$ cat config.mk
export PLATFORM = sky130hd
export DESIGN_NAME = logic_unit_arbiter_flat
export DESIGN_NICKNAME = d
export VERILOG_FILES = /design/src/rtl/logic_unit_arbiter_if.sv /design/src/rtl/logic_unit_arbiter.sv /design/src/flat_wrapper.sv
export SDC_FILE = /design/constraint.sdc
export NUM_CORES = 1
export LEC_CHECK = 0
export ABC_AREA = 1
export BUFFER_PORTS_ARGS = -buffer_cell sky130_fd_sc_hd__clkbuf_2
export CORE_MARGIN = 5
export CORE_UTILIZATION = 35
export CTS_CLUSTER_DIAMETER = 80
export DETAILED_ROUTE_END_ITERATION = 10
export HOLD_SLACK_MARGIN = 0.02
export PLACE_DENSITY_LB_ADDON = 0.08
export SETUP_SLACK_MARGIN = 0.05
export SYNTH_ARGS = -nofsm -noshare
export SYNTH_HDL_FRONTEND = slang
export SYNTH_SLANG_ARGS = --single-unit
$ cat constraint.sdc
create_clock -name clk -period 3.95 [get_ports clk]
set_input_delay 0.395 -clock clk [delete_from_list [all_inputs] [get_ports clk]]
set_output_delay 0.395 -clock clk [all_outputs]
set_load 0.1 [all_outputs]
$ cat src/rtl/logic_unit_arbiter_if.sv
// Bundle of the two requester channels, the response channel and the busy flag
// for logic_unit_arbiter. The slave modport is the arbiter side; the master
// modport is the requester/consumer side.
interface logic_unit_arbiter_if #(
    parameter int WIDTH = 32
);
    // Requester 0 channel
    logic             req0_valid;
    logic             req0_ready;
    logic [1:0]       req0_op;
    logic [WIDTH-1:0] req0_a;
    logic [WIDTH-1:0] req0_b;

    // Requester 1 channel
    logic             req1_valid;
    logic             req1_ready;
    logic [1:0]       req1_op;
    logic [WIDTH-1:0] req1_a;
    logic [WIDTH-1:0] req1_b;

    // Response channel
    logic             rsp_valid;
    logic             rsp_ready;
    logic             rsp_id;
    logic [WIDTH-1:0] rsp_r;

    // Status
    logic             busy;

    modport slave (
        input  req0_valid, req0_op, req0_a, req0_b,
        output req0_ready,
        input  req1_valid, req1_op, req1_a, req1_b,
        output req1_ready,
        output rsp_valid, rsp_id, rsp_r,
        input  rsp_ready,
        output busy
    );

    modport master (
        output req0_valid, req0_op, req0_a, req0_b,
        input  req0_ready,
        output req1_valid, req1_op, req1_a, req1_b,
        input  req1_ready,
        input  rsp_valid, rsp_id, rsp_r,
        output rsp_ready,
        input  busy
    );
endinterface

$ cat src/rtl/logic_unit_arbiter.sv
// Two-requester arbiter sharing one bitwise logic unit (AND/OR/XOR/NOR).
// A three-state FSM grants one request in IDLE, computes it in EXEC and holds
// the registered result in RESP until the consumer takes it. Contention is
// resolved by a round-robin pointer that flips to the other requester after
// every served response.
module logic_unit_arbiter #(
    parameter int WIDTH = 32
) (
    input  logic                  clk,
    input  logic                  rst_n,
    logic_unit_arbiter_if.slave   bus
);

    localparam int NUM_REQ = 2;

    typedef enum logic [1:0] {
        IDLE = 2'd0,
        EXEC = 2'd1,
        RESP = 2'd2
    } state_t;

    // Opcode encoding shared by both requesters
    localparam logic [1:0] OP_AND = 2'b00;
    localparam logic [1:0] OP_OR  = 2'b01;
    localparam logic [1:0] OP_XOR = 2'b10;
    localparam logic [1:0] OP_NOR = 2'b11;

    // Requester channels gathered into arrays indexed by requester id
    logic [NUM_REQ-1:0]            req_valid;
    logic [NUM_REQ-1:0][1:0]       req_op;
    logic [NUM_REQ-1:0][WIDTH-1:0] req_a;
    logic [NUM_REQ-1:0][WIDTH-1:0] req_b;
    logic [NUM_REQ-1:0]            req_ready;

    // FSM and arbitration
    state_t                        state_reg;
    state_t                        state_next;
    logic                          prio_reg;
    logic                          prio_next;
    logic                          grant_fire;
    logic                          grant_id;

    // Captured operation
    logic [1:0]                    op_reg;
    logic [WIDTH-1:0]              a_reg;
    logic [WIDTH-1:0]              b_reg;
    logic                          id_reg;

    // Logic unit and response registers
    logic [WIDTH-1:0]              alu_result;
    logic [WIDTH-1:0]              rsp_r_reg;
    logic                          rsp_valid_reg;
    logic                          busy_reg;

    assign req_valid[0] = bus.req0_valid;
    assign req_op[0]    = bus.req0_op;
    assign req_a[0]     = bus.req0_a;
    assign req_b[0]     = bus.req0_b;
    assign req_valid[1] = bus.req1_valid;
    assign req_op[1]    = bus.req1_op;
    assign req_a[1]     = bus.req1_a;
    assign req_b[1]     = bus.req1_b;

    // Readies are forced low while reset is held so nothing looks accepted
    // before the block is alive.
    assign bus.req0_ready = req_ready[0] & rst_n;
    assign bus.req1_ready = req_ready[1] & rst_n;

    assign bus.rsp_valid  = rsp_valid_reg;
    assign bus.rsp_id     = id_reg;
    assign bus.rsp_r      = rsp_r_reg;
    assign bus.busy       = busy_reg;

    // Next-state, grant selection and ready decode
    always_comb begin
        state_next = state_reg;
        prio_next  = prio_reg;
        grant_fire = 1'b0;
        grant_id   = 1'b0;
        req_ready  = '0;
        case (state_reg)
            IDLE: begin
                if (|req_valid) begin
                    grant_fire = 1'b1;
                    // Round-robin pointer only matters when both are pending.
                    grant_id   = (&req_valid) ? prio_reg : req_valid[1];
                    req_ready[grant_id] = 1'b1;
                    state_next = EXEC;
                end
            end
            EXEC: begin
                state_next = RESP;
            end
            RESP: begin
                if (bus.rsp_ready) begin
                    state_next = IDLE;
                    prio_next  = ~id_reg;
                end
            end
            default: begin
                state_next = IDLE;
            end
        endcase
    end

    // Per-bit logic unit on the captured operands; no carries or flags
    generate
        for (genvar gi = 0; gi < WIDTH; gi++) begin : g_alu_bit
            logic bit_a;
            logic bit_b;
            assign bit_a = a_reg[gi];
            assign bit_b = b_reg[gi];
            assign alu_result[gi] =
                (op_reg == OP_AND) ? (bit_a & bit_b) :
                (op_reg == OP_OR)  ? (bit_a | bit_b) :
                (op_reg == OP_XOR) ? (bit_a ^ bit_b) :
                                     ~(bit_a | bit_b);
        end
    endgenerate

    // State and round-robin pointer registers
    always_ff @(posedge clk or negedge rst_n) begin
        if (!rst_n) begin
            state_reg <= IDLE;
            prio_reg  <= 1'b0;
        end else begin
            state_reg <= state_next;
            prio_reg  <= prio_next;
        end
    end

    // Capture the granted request so the requester may drop or change it
    always_ff @(posedge clk or negedge rst_n) begin
        if (!rst_n) begin
            op_reg <= OP_AND;
            a_reg  <= '0;
            b_reg  <= '0;
            id_reg <= 1'b0;
        end else if (grant_fire) begin
            op_reg <= req_op[grant_id];
            a_reg  <= req_a[grant_id];
            b_reg  <= req_b[grant_id];
            id_reg <= grant_id;
        end
    end

    // Register the result once in EXEC; it then holds through RESP
    always_ff @(posedge clk or negedge rst_n) begin
        if (!rst_n) begin
            rsp_r_reg <= '0;
        end else if (state_reg == EXEC) begin
            rsp_r_reg <= alu_result;
        end
    end

    // Status outputs come straight from flops, decoded from the next state
    always_ff @(posedge clk or negedge rst_n) begin
        if (!rst_n) begin
            rsp_valid_reg <= 1'b0;
            busy_reg      <= 1'b0;
        end else begin
            rsp_valid_reg <= (state_next == RESP);
            busy_reg      <= (state_next != IDLE);
        end
    end

endmodule

$ cat src/flat_wrapper.sv
// flat-port wrapper written by rule: the top's interface ports become plain ports
module logic_unit_arbiter_flat 
#(
    parameter int WIDTH = 32
)
  (clk, rst_n, bus_req0_valid, bus_req0_op, bus_req0_a, bus_req0_b, bus_req0_ready, bus_req1_valid, bus_req1_op, bus_req1_a, bus_req1_b, bus_req1_ready, bus_rsp_valid, bus_rsp_id, bus_rsp_r, bus_rsp_ready, bus_busy);
  logic_unit_arbiter_if #(.WIDTH(WIDTH)) bus_i ();
  input  logic clk;
  input  logic rst_n;
  input wire logic [$bits(bus_i.req0_valid)-1:0] bus_req0_valid;
  input wire logic [$bits(bus_i.req0_op)-1:0] bus_req0_op;
  input wire logic [$bits(bus_i.req0_a)-1:0] bus_req0_a;
  input wire logic [$bits(bus_i.req0_b)-1:0] bus_req0_b;
  output wire logic [$bits(bus_i.req0_ready)-1:0] bus_req0_ready;
  input wire logic [$bits(bus_i.req1_valid)-1:0] bus_req1_valid;
  input wire logic [$bits(bus_i.req1_op)-1:0] bus_req1_op;
  input wire logic [$bits(bus_i.req1_a)-1:0] bus_req1_a;
  input wire logic [$bits(bus_i.req1_b)-1:0] bus_req1_b;
  output wire logic [$bits(bus_i.req1_ready)-1:0] bus_req1_ready;
  output wire logic [$bits(bus_i.rsp_valid)-1:0] bus_rsp_valid;
  output wire logic [$bits(bus_i.rsp_id)-1:0] bus_rsp_id;
  output wire logic [$bits(bus_i.rsp_r)-1:0] bus_rsp_r;
  input wire logic [$bits(bus_i.rsp_ready)-1:0] bus_rsp_ready;
  output wire logic [$bits(bus_i.busy)-1:0] bus_busy;
  assign bus_i.req0_valid = bus_req0_valid;
  assign bus_i.req0_op = bus_req0_op;
  assign bus_i.req0_a = bus_req0_a;
  assign bus_i.req0_b = bus_req0_b;
  assign bus_req0_ready = bus_i.req0_ready;
  assign bus_i.req1_valid = bus_req1_valid;
  assign bus_i.req1_op = bus_req1_op;
  assign bus_i.req1_a = bus_req1_a;
  assign bus_i.req1_b = bus_req1_b;
  assign bus_req1_ready = bus_i.req1_ready;
  assign bus_rsp_valid = bus_i.rsp_valid;
  assign bus_rsp_id = bus_i.rsp_id;
  assign bus_rsp_r = bus_i.rsp_r;
  assign bus_i.rsp_ready = bus_rsp_ready;
  assign bus_busy = bus_i.busy;
  logic_unit_arbiter #(.WIDTH(WIDTH)) u_core (.clk(clk), .rst_n(rst_n), .bus(bus_i));
endmodule
# == After elaboration in Yosys (flattened, before gate mapping) ==
# Index checks and enable logic that the tools add are counted.
# totals
latch_bits,0
mem_bits_rw,0
inputBits,137
romBits,0
regBits,104
n_memories,0
# op_classes
shifts,0
n_lt_le_gt_ge,3
n_eq_ne,5
mul,0
bitwise_logic,131
muxes,114
n_reduce_logical,7
div_mod_pow,0
add_sub_neg,0
# op_table
cell,n
2-to-1 mux 32 bit,4
2-to-1 mux 1 bit,102
AND 1 bit,34
inverter 1 bit,33
OR 1 bit,32
XOR 1 bit,32
2-to-1 mux 2 bit,6
== test 2 bit (second input constant),3
case mux 2 bit (3 select lines),1
== test 2 x 1 -> 1 bit (second input constant),2
logical NOT 2 bit,2
less-than comparator 1 x 2 -> 1 bit (second input constant),2
AND reduction 2 bit,2
nonzero test 2 bit,1
OR reduction 2 bit,1
demux 1 bit (select 1 bit),1
greater-or-equal comparator 1 bit (second input constant),1
logical AND 1 bit,1

# == Longest topological paths before layout ==
# Gate-level depths: netlist of run 1.
# logic_depth
ltp_word,9
depth_mapped,9
ltp_nobuf,8

# == Least setup slack after synthesis of run 1 ==
# No wires, ideal clock.
# synth_timing
path_type,input port to output port
start,in bus_req1_valid
end,out bus_req0_ready
path_slack_ps,1232
t_required_ps,3555
arrival_time_ps,2323
path_stages,6
path_cell_list,buf_2 > nor2_1 > nor2_4 > nand2_2 > buf_2 > nor2_1
# synth_between
elab_chain_cells,9
elab_cells_between_ends,11
classes_between,order compare: 2; mux: 5; bitwise: 1; reduce/logical: 3
# synth_lines
item,line_no,rtl
"start, declared",flat_wrapper.sv:15,input wire logic [$bits(bus_i.req1_valid)-1:0] bus_req1_valid;
AND reduction 2 bit,logic_unit_arbiter.sv:86,grant_id = (&req_valid) ? prio_reg : req_valid[1];
2-to-1 mux 1 bit,logic_unit_arbiter.sv:86,
less-than comparator 1 x 2 -> 1 bit (implied by the code) / greater-or-equal comparator 1 bit (equally long branches),logic_unit_arbiter.sv:87,req_ready[grant_id] = 1'b1;
logical AND 1 bit (implied by the code),logic_unit_arbiter.sv:87,
2-to-1 mux 1 bit (implied by the code),logic_unit_arbiter.sv:87,
demux 1 bit (select 1 bit),--,
2-to-1 mux 2 bit (*),logic_unit_arbiter.sv:83,if (|req_valid) begin
2-to-1 mux 2 bit (*),logic_unit_arbiter.sv:81,case (state_reg)
AND 1 bit (*),logic_unit_arbiter.sv:66,assign bus.req0_ready = req_ready[0] & rst_n;
"end, declared",flat_wrapper.sv:14,output wire logic [$bits(bus_i.req0_ready)-1:0] bus_req0_ready;
# Mark *: on every way between the ends. The rest lies on a longest branch, timed or not.

# == Final worst setup path of run 1 ==
# layout_timing
start,reg u_core.state_reg[1]
end,out bus_req0_ready
# layout_between
elab_chain_cells,3
# layout_lines
item,line_no,rtl
"start, declared",logic_unit_arbiter.sv:36,state_t state_reg;
"start signal, assigned",logic_unit_arbiter.sv:127,state_reg <= state_next;
logical NOT 2 bit,logic_unit_arbiter.sv:81,
2-to-1 mux 2 bit,logic_unit_arbiter.sv:81,
AND 1 bit,logic_unit_arbiter.sv:66,
# No other way between the ends.

==> reports/metrics.yaml, run 1 <==
dr.pass1.iters: 4
routed_wirelength_um: 20100
synth.top_cell.area_share_pct: 35.8
synth.cell_area_mm2: 0.00728
setup_repair_after_global_routing_missed_its_margin: "no"
fin_tns_setup_ns: 0
clk_pin_slew_worst_paths_ns: 0.07
critical_path_class: "reg2out"
synth_to_layout_area_growth_pct: 18.2
critical_path.startpoint: "u_core.state_reg[1]$_DFF_PN0_"
clkSinkCount: 104
critPathRequiredTime_ns: 3.56
cts_root_buffer: "sky130_fd_sc_hd__clkbuf_16"
power_density_normalized_to_cell_area_mw_per_mm2: 930
vias_in_the_first_global_route: 6543
layout_cell_share_with_drive_strength_beyond_1_pct: 19.5
postSynthAreaPerCell_um2: 6.62
setup_slack_ns: 0.969
crit_chain: "inv_2 > nand2_1 > nor2_4 > nand2_2 > nor2_1 > buf_12"
antenna_violating_nets_post_route: 0
max-clock-path-buffers: 2
achievable-frequency_ghz: 0.335
die_h_um: 154
cpPeakStageDelay_ns: 0.52
io_pins: 174
postSynthRegisterBits: 104
post-route-period-util_pct: 75.5
grt_first_pass_wirelength_um: 33200
finalSetupViolCount: 0
drv.max_cap_violation_count: 0
routedWlPerCell_um: 13.3
min-delay-path-class: "in2reg"
multi_input_comb_area_mm2: 0.00370
seq_area_mm2: 0.00261
placement.io_buffers: 173
critical_path_cell_count: 6
yosysWarningCount: 0
ys_top_cells_by_area: "sky130_fd_sc_hd__dfrtp_1 (36%), sky130_fd_sc_hd__nand2_1 (25%), sky130_fd_sc_hd__ha_1 (11%)"
synth.net_count: 1301
cell_at_the_slowest_stage_of_the_critical_path: "sky130_fd_sc_hd__nand2_2"
synth.lib_cells_used.distinct: 19
tightest_slew_ns: 1.11
cp_num_buf_inv: 2
yosysSeqAreaShare_pct: 35.8
detail_route.iter0.violations: 246
drc: 0
yosysTopAreaCell: "sky130_fd_sc_hd__dfrtp_1"
r2r_start: "u_core.state_reg[1]$_DFF_PN0_"
static-leakage-power_uw: 0.00543
worst_setup_path_end_kind: "output port"
cts_made_buffers: 9
cts_tree: "built"
power.ir.vdd_worst_mv: 0.503
gpl.final_weighted_congestion: 0.759
antenna_found_initial: 1
route.detailed.vias_per_inst: 4.39
row_count: 52
clock_tree.htree_level_count: 3
grt_util_all_layers_pct: 17.2
design.die.area_mm2: 0.0238
via_count: 6651
critPathCapture: "bus_req0_ready"
clkLatencyLatePin_ns: 0.36
antenna_cells: 0
r2r_slack_ns: 1.62
postCtsResizedCells: 0
placement.setup.worst_slack_ns: 1.29
finalHoldViolations: 0
result_of_the_run: "finished clean"
critical_path_peak_fanout: 23
timing_max_transition_violations_final: 0
start_util_pct: 35.7
grt_max_degree: 99
worst_setup_path_start_kind: "flop"
grt_remaining_overflow: 0
cts.hold.buffers_added: 1
hpwl_um: 13400
timing.rr.end: "u_core.a_reg[11]$_DFFE_PN0P_"
final.min_clock_period_ns: 2.98
fillCellCount: 2203
worst_slew_margin_rel_pct: 25.8
core-area_mm2: 0.0204
worst_r2r_path_depth: 7
timing.critical_path.arrival_ns: 2.59
clock-skew-final_ns: 0.00874
die_width_um: 154
kind_of_cell_with_the_highest_combined_delay_on_the_critical_path: "simple AND/OR/NAND/NOR gates"
synthesis.instances: 1100
cts_post_setup_buffers_inserted: 0
design.final.nets: 1440
## cell type report
class / instances / share of cell area, %
inverters: 183 / 7.99
flip-flops and latches: 104 / 30.3
clock buffers: 11 / 2.71
clock inverters: 5 / 0.669
multi-input cells: 756 / 43.0
repair buffers: 185 / 11.3
well taps: 270 / 3.93
## logic make-up (layout without fill, tap and decap cells)
group | after synthesis | after routing | share of synthesized area, %
compound gates | 65 | 65 | 4.47
fa+ha+maj | 64 | 64 | 11.0
buf+inv | 240 | 384 | 13.6
flops | 104 | 104 | 35.8
simple gates | 627 | 627 | 35.2
## worst register-to-register path: stages (launching register included)
cell	delay (ns)
sky130_fd_sc_hd__dfrtp_1	0.46
sky130_fd_sc_hd__inv_2	0.09
sky130_fd_sc_hd__nand2_1	0.07
sky130_fd_sc_hd__nor2_4	0.47
sky130_fd_sc_hd__inv_2	0.61
sky130_fd_sc_hd__buf_4	0.39
sky130_fd_sc_hd__nand2_1	0.08
sky130_fd_sc_hd__nand2_1	0.05
## per-layer routing
layer | up-vias | track usage, % | share of wire (%)
met4 | 2 | 3.83 | 1.1
li1 | 3541 | - | -
met3 | 16 | 3.63 | 5.7
met2 | 132 | 28.9 | 47
met5 | - | 0 | 0.055
met1 | 2960 | 22.7 | 46
## cells in the mapped netlist
cell type                  instances
sky130_fd_sc_hd__a21oi_1          64
sky130_fd_sc_hd__buf_1             3
sky130_fd_sc_hd__buf_2            31
sky130_fd_sc_hd__buf_4             5
sky130_fd_sc_hd__buf_6             4
sky130_fd_sc_hd__clkbuf_1         14
sky130_fd_sc_hd__dfrtp_1         104
sky130_fd_sc_hd__ha_1             64
sky130_fd_sc_hd__inv_1           179
sky130_fd_sc_hd__inv_2             4
sky130_fd_sc_hd__nand2_1         491
sky130_fd_sc_hd__nand2_2           1
sky130_fd_sc_hd__nand3_1          48
sky130_fd_sc_hd__nand3_2           1
sky130_fd_sc_hd__nand4_1          14
sky130_fd_sc_hd__nor2_1           37
sky130_fd_sc_hd__nor2_4            3
sky130_fd_sc_hd__o21ai_0           1
sky130_fd_sc_hd__or2_2            32
## report_power, final
group | leakage [µW] | switching, µW | internal (µW)
logic | 0.00405 | 3460 | 1380
registers | 0.00123 | 610 | 1630
clock network | 0.000143 | 420 | 493
## through the flow
stage | cell area (µm²) | util, % | total power, µW | std cells | hold slack [ns]
2_1_floorplan | 7280 | - | 6110 | 1100 | 0.0994
3_3_place_gp | 8300 | 40.8 | 7130 | 1497 | 0.320
3_5_place_dp | 8300 | 40.8 | 7180 | 1497 | 0.326
4_1_cts | 8600 | 42.2 | 8130 | 1514 | 0.293
5_1_grt | 8600 | 42.2 | 8870 | 1514 | 0.316
6_report | 8600 | 42.2 | 8000 | 1514 | 0.304
## worst min path at each step
| stage | start | endpoint | slack [ns] | cells past startpoint |
|---|---|---|---|---|
| after floorplan | rst_n | u_core.a_reg[0]$_DFFE_PN0P_ | 0.1 | 0 |
| after global placement | rst_n | u_core.a_reg[10]$_DFFE_PN0P_ | 0.32 | 1 |
| after detailed placement | rst_n | u_core.a_reg[10]$_DFFE_PN0P_ | 0.33 | 1 |
| after CTS | bus_req0_a[25] | u_core.a_reg[25]$_DFFE_PN0P_ | 0.29 | 5 |
| after global routing | bus_req0_a[25] | u_core.a_reg[25]$_DFFE_PN0P_ | 0.32 | 5 |
| final | bus_req0_a[25] | u_core.a_reg[25]$_DFFE_PN0P_ | 0.30 | 5 |
## cells in the final DEF, fill, tap and decap left out
cell type                       instances
sky130_fd_sc_hd__nand2_1              491
sky130_fd_sc_hd__inv_1                179
sky130_fd_sc_hd__clkbuf_2             171
sky130_fd_sc_hd__dfrtp_1              102
sky130_fd_sc_hd__a21oi_1               64
sky130_fd_sc_hd__ha_1                  64
sky130_fd_sc_hd__nand3_1               48
sky130_fd_sc_hd__nor2_1                36
sky130_fd_sc_hd__or2_2                 32
sky130_fd_sc_hd__nand4_1               14
sky130_fd_sc_hd__buf_4                 12
sky130_fd_sc_hd__clkbuf_16              9
sky130_fd_sc_hd__inv_2                  4
sky130_fd_sc_hd__nor2_4                 4
sky130_fd_sc_hd__clkbuf_1               2
sky130_fd_sc_hd__clkinv_2               2
sky130_fd_sc_hd__clkinv_4               2
sky130_fd_sc_hd__nand2_2                1
sky130_fd_sc_hd__nand3_4                1
sky130_fd_sc_hd__o21ai_0                1
sky130_fd_sc_hd__bufinv_16              1
sky130_fd_sc_hd__dlygate4sd3_1          1
sky130_fd_sc_hd__buf_12                 1
sky130_fd_sc_hd__dfrtp_4                1
sky130_fd_sc_hd__dfrtp_2                1
Note: power is estimated with default switching activity, not from simulation.
==> run 2, diff against run 1 <==
clock period = 2.8 ns   (was 3.95 ns; I/O delays follow)
==> run 2 against run 1 <==
  * Clock skew up 0.0015 ns
  * Cell count rose by 0.26%
  * Flip-flop and latch count stayed put
  * Critical endpoint is now bus_req1_ready
  * Design area rose by 1.1%
  * Global-route usage is 0.18 points lower
  * Sequential power up 34%
  * Routed wire length shrank 0.37%
  * Power grew 43%
  * Core utilization up 0.49 points
  * Critical path depth down 2
==> reports/metrics.yaml, run 2 (synthesized netlist as in run 1, its figures left out) <==
postCtsResizedCells: 0  # unchanged
clock_tree.htree_level_count: 3  # unchanged
grt_remaining_overflow: 0  # unchanged
cts_made_buffers: 9  # unchanged
timing_max_transition_violations_final: 0  # unchanged
min-delay-path-class: "in2async"  # was in2reg
max-clock-path-buffers: 2  # unchanged
die_width_um: 154  # unchanged
report.power.total_uw: 11400  # was 8000 µW
finalHoldViolations: 0  # unchanged
crit_chain: "nor2_4 > nand3_4 > nor2_1 > buf_12"  # was inv_2 > nand2_1 > nor2_4 > nand2_2 > nor2_1 > buf_12
row_count: 52  # unchanged
grt_max_degree: 105  # was 99
achievable-frequency_ghz: 0.463
layout_commonest_cell: "sky130_fd_sc_hd__nand2_1"  # unchanged
cts_tree: "built"  # unchanged
cts_post_setup_buffers_inserted: 0  # unchanged
cell_at_the_slowest_stage_of_the_critical_path: "sky130_fd_sc_hd__dfrtp_1"  # was sky130_fd_sc_hd__nand2_2
core-area_mm2: 0.0204  # unchanged
via_count: 6600  # was 6651
routedWlPerCell_um: 13.2  # was 13.3 µm
gr-usage-met1_pct: 22.7  # about the same
power_dissipated_by_switching_net_loads_uw: 6330  # was 4490 µW
drv.max_cap_violation_count: 0  # unchanged
critPathRequiredTime_ns: 2.52  # was 3.56 ns
post-route-period-util_pct: 77.2
critical_path.startpoint: "u_core.state_reg[1]$_DFF_PN0_"  # unchanged
antenna_violating_nets_post_route: 0  # unchanged
setup_repair_after_global_routing_missed_its_margin: "no"  # unchanged
finalSetupViolCount: 0  # unchanged
worst_setup_path_end_kind: "output port"  # unchanged
final.min_clock_period_ns: 2.16
hpwl_um: 13500  # was 13400 µm
r2r_slack_ns: 1.02  # was 1.62 ns
r2r_start: "u_core.op_reg[0]$_DFFE_PN0P_"  # was u_core.state_reg[1]$_DFF_PN0_
p_seq_share_pct: 26.3  # was 28.0%
grt_util_all_layers_pct: 17.0  # was 17.2%
static-leakage-power_uw: 0.00547  # was 0.00543 µW
timing.rr.end: "u_core.bus.rsp_r[11]$_DFFE_PN0N_"  # was u_core.a_reg[11]$_DFFE_PN0P_
gpl.final_weighted_congestion: 0.754  # was 0.759
clock-skew-final_ns: 0.0102  # was 0.00874 ns
power.ir.vdd_worst_mv: 0.728  # was 0.503 mV
fin_tns_setup_ns: 0  # unchanged
clkLatencyLatePin_ns: 0.35  # was 0.36 ns
sw_share_pct: 55.4  # was 56.2%
power_density_normalized_to_cell_area_mw_per_mm2: 1310  # was 930 mW/mm²
start_util_pct: 35.7  # unchanged
route.detailed.vias_per_inst: 4.35  # was 4.39
worst_setup_path_start_kind: "flop"  # unchanged
critical_path_peak_fanout: 15  # was 23
power_frac_comb_pct: 62.2  # was 60.6%
kind_of_cell_with_the_highest_combined_delay_on_the_critical_path: "simple AND/OR/NAND/NOR gates"  # unchanged
die_h_um: 154  # unchanged
cts.hold.buffers_added: 0  # was 1
cp_num_buf_inv: 1  # was 2
detail_route.iter0.violations: 238  # was 246
worst_slew_margin_rel_pct: 43.5  # was 25.8%
clockPowerShare_pct: 11.5  # was 11.4%
layout_cell_share_with_drive_strength_beyond_1_pct: 19.6  # was 19.5%
io_pins: 174  # unchanged
tightest_slew_ns: 0.846  # was 1.11 ns
cts_root_buffer: "sky130_fd_sc_hd__clkbuf_16"  # unchanged
design.die.area_mm2: 0.0238  # unchanged
timing.critical_path.arrival_ns: 1.88  # was 2.59 ns
dr.pass1.iters: 4  # unchanged
vias_in_the_first_global_route: 6241  # was 6543
critPathCapture: "bus_req1_ready"  # was bus_req0_ready
critical_path_class: "reg2out"  # unchanged
drc: 0  # unchanged
result_of_the_run: "finished clean"  # unchanged
grt_first_pass_wirelength_um: 32600  # was 33200 µm
clk_pin_slew_worst_paths_ns: 0.07  # about the same
busiest_layer: "met2"  # unchanged
int_pwr_uw: 5100  # was 3510 µW
placement.io_buffers: 173  # unchanged
synth_to_layout_area_growth_pct: 19.5  # was 18.2%
design.final.nets: 1443  # was 1440
global_route.usage.met3_pct: 4.05  # was 3.63%
antenna_found_initial: 2  # was 1
grtUsageMet2_pct: 27.9  # was 28.9%
final_cell_mix: "sky130_fd_sc_hd__nand2_1 (491), sky130_fd_sc_hd__inv_1 (179), sky130_fd_sc_hd__clkbuf_2 (170)"  # was sky130_fd_sc_hd__nand2_1 (491), sky130_fd_sc_hd__inv_1 (179), sky130_fd_sc_hd__clkbuf_2 (171)
worst_r2r_path_depth: 4  # was 7
cpPeakStageDelay_ns: 0.47  # was 0.52 ns
critical_path_cell_count: 4  # was 6
routed_wirelength_um: 20000  # was 20100 µm
clkSinkCount: 104  # unchanged
run 2: cell count changes in the layout (fill, tap and decap cells not counted), sizes merged:
cell / delta
buf: +5
clkbuf: +2
clkinv: -4
clkinvlp: +1
diode: +1
dlygate4sd3: -1
run 2: routing by layer:
layer | routed length, µm | share of wire [%]
met3 | 985 | 4.9
met5 | 7 | 0.035
met4 | 330 | 1.6
met1 | 9460 | 47
met2 | 9260 | 46
run 2: how the worst min path moves through the flow:
| stage | from | to | slack, ns |
|---|---|---|---|
| 3_5_place_dp | rst_n | u_core.bus.rsp_r[10]$_DFFE_PN0N_ | 0.48 |
| 3_3_place_gp | u_core.prio_reg$_DFFE_PN0P_ | u_core.prio_reg$_DFFE_PN0P_ | 0.47 |
| 5_1_grt | rst_n | u_core.bus.rsp_r[7]$_DFFE_PN0N_ | 0.12 |
| 4_1_cts | rst_n | u_core.bus.rsp_r[8]$_DFFE_PN0N_ | 0.09 |
| 6_report | rst_n | u_core.bus.rsp_r[10]$_DFFE_PN0N_ | 0.06 |
| 2_1_floorplan | rst_n | u_core.a_reg[0]$_DFFE_PN0P_ | -0.02 |
run 2: through the flow:
stage / area (µm²) / util (%) / hold WS (ns) / setup WS (ns) / std cells
after floorplan: 7280 / - / -0.0156 / 0.247 / 1100
after global placement: 8390 / 41.2 / 0.468 / 1.03 / 1501
after detailed placement: 8390 / 41.2 / 0.476 / 1.02 / 1501
after CTS: 8700 / 42.7 / 0.0916 / 0.632 / 1517
after global routing: 8700 / 42.7 / 0.120 / 0.561 / 1518
final: 8700 / 42.7 / 0.0573 / 0.639 / 1518
run 2: cell type report:
class | instances | area, µm²
antenna | 1 | 2.50
fill | 2211 | 11700
clock buffer | 14 | 264
multi-input combinational | 756 | 3700
clock inverter | 2 | 37.5
sequential | 104 | 2610
inverter | 183 | 687
tap | 270 | 338
timing repair buffer | 188 | 1060
run 2: power by group through the flow:
stage | combinational [µW] | sequential (µW) | clock [µW]
after floorplan | 3980 | 4640 | 0
after global placement | 7130 | 3040 | 0
after detailed placement | 7200 | 3030 | 0
after CTS | 7230 | 3020 | 1370
after global routing | 8030 | 3140 | 1420
final | 7100 | 3010 | 1310
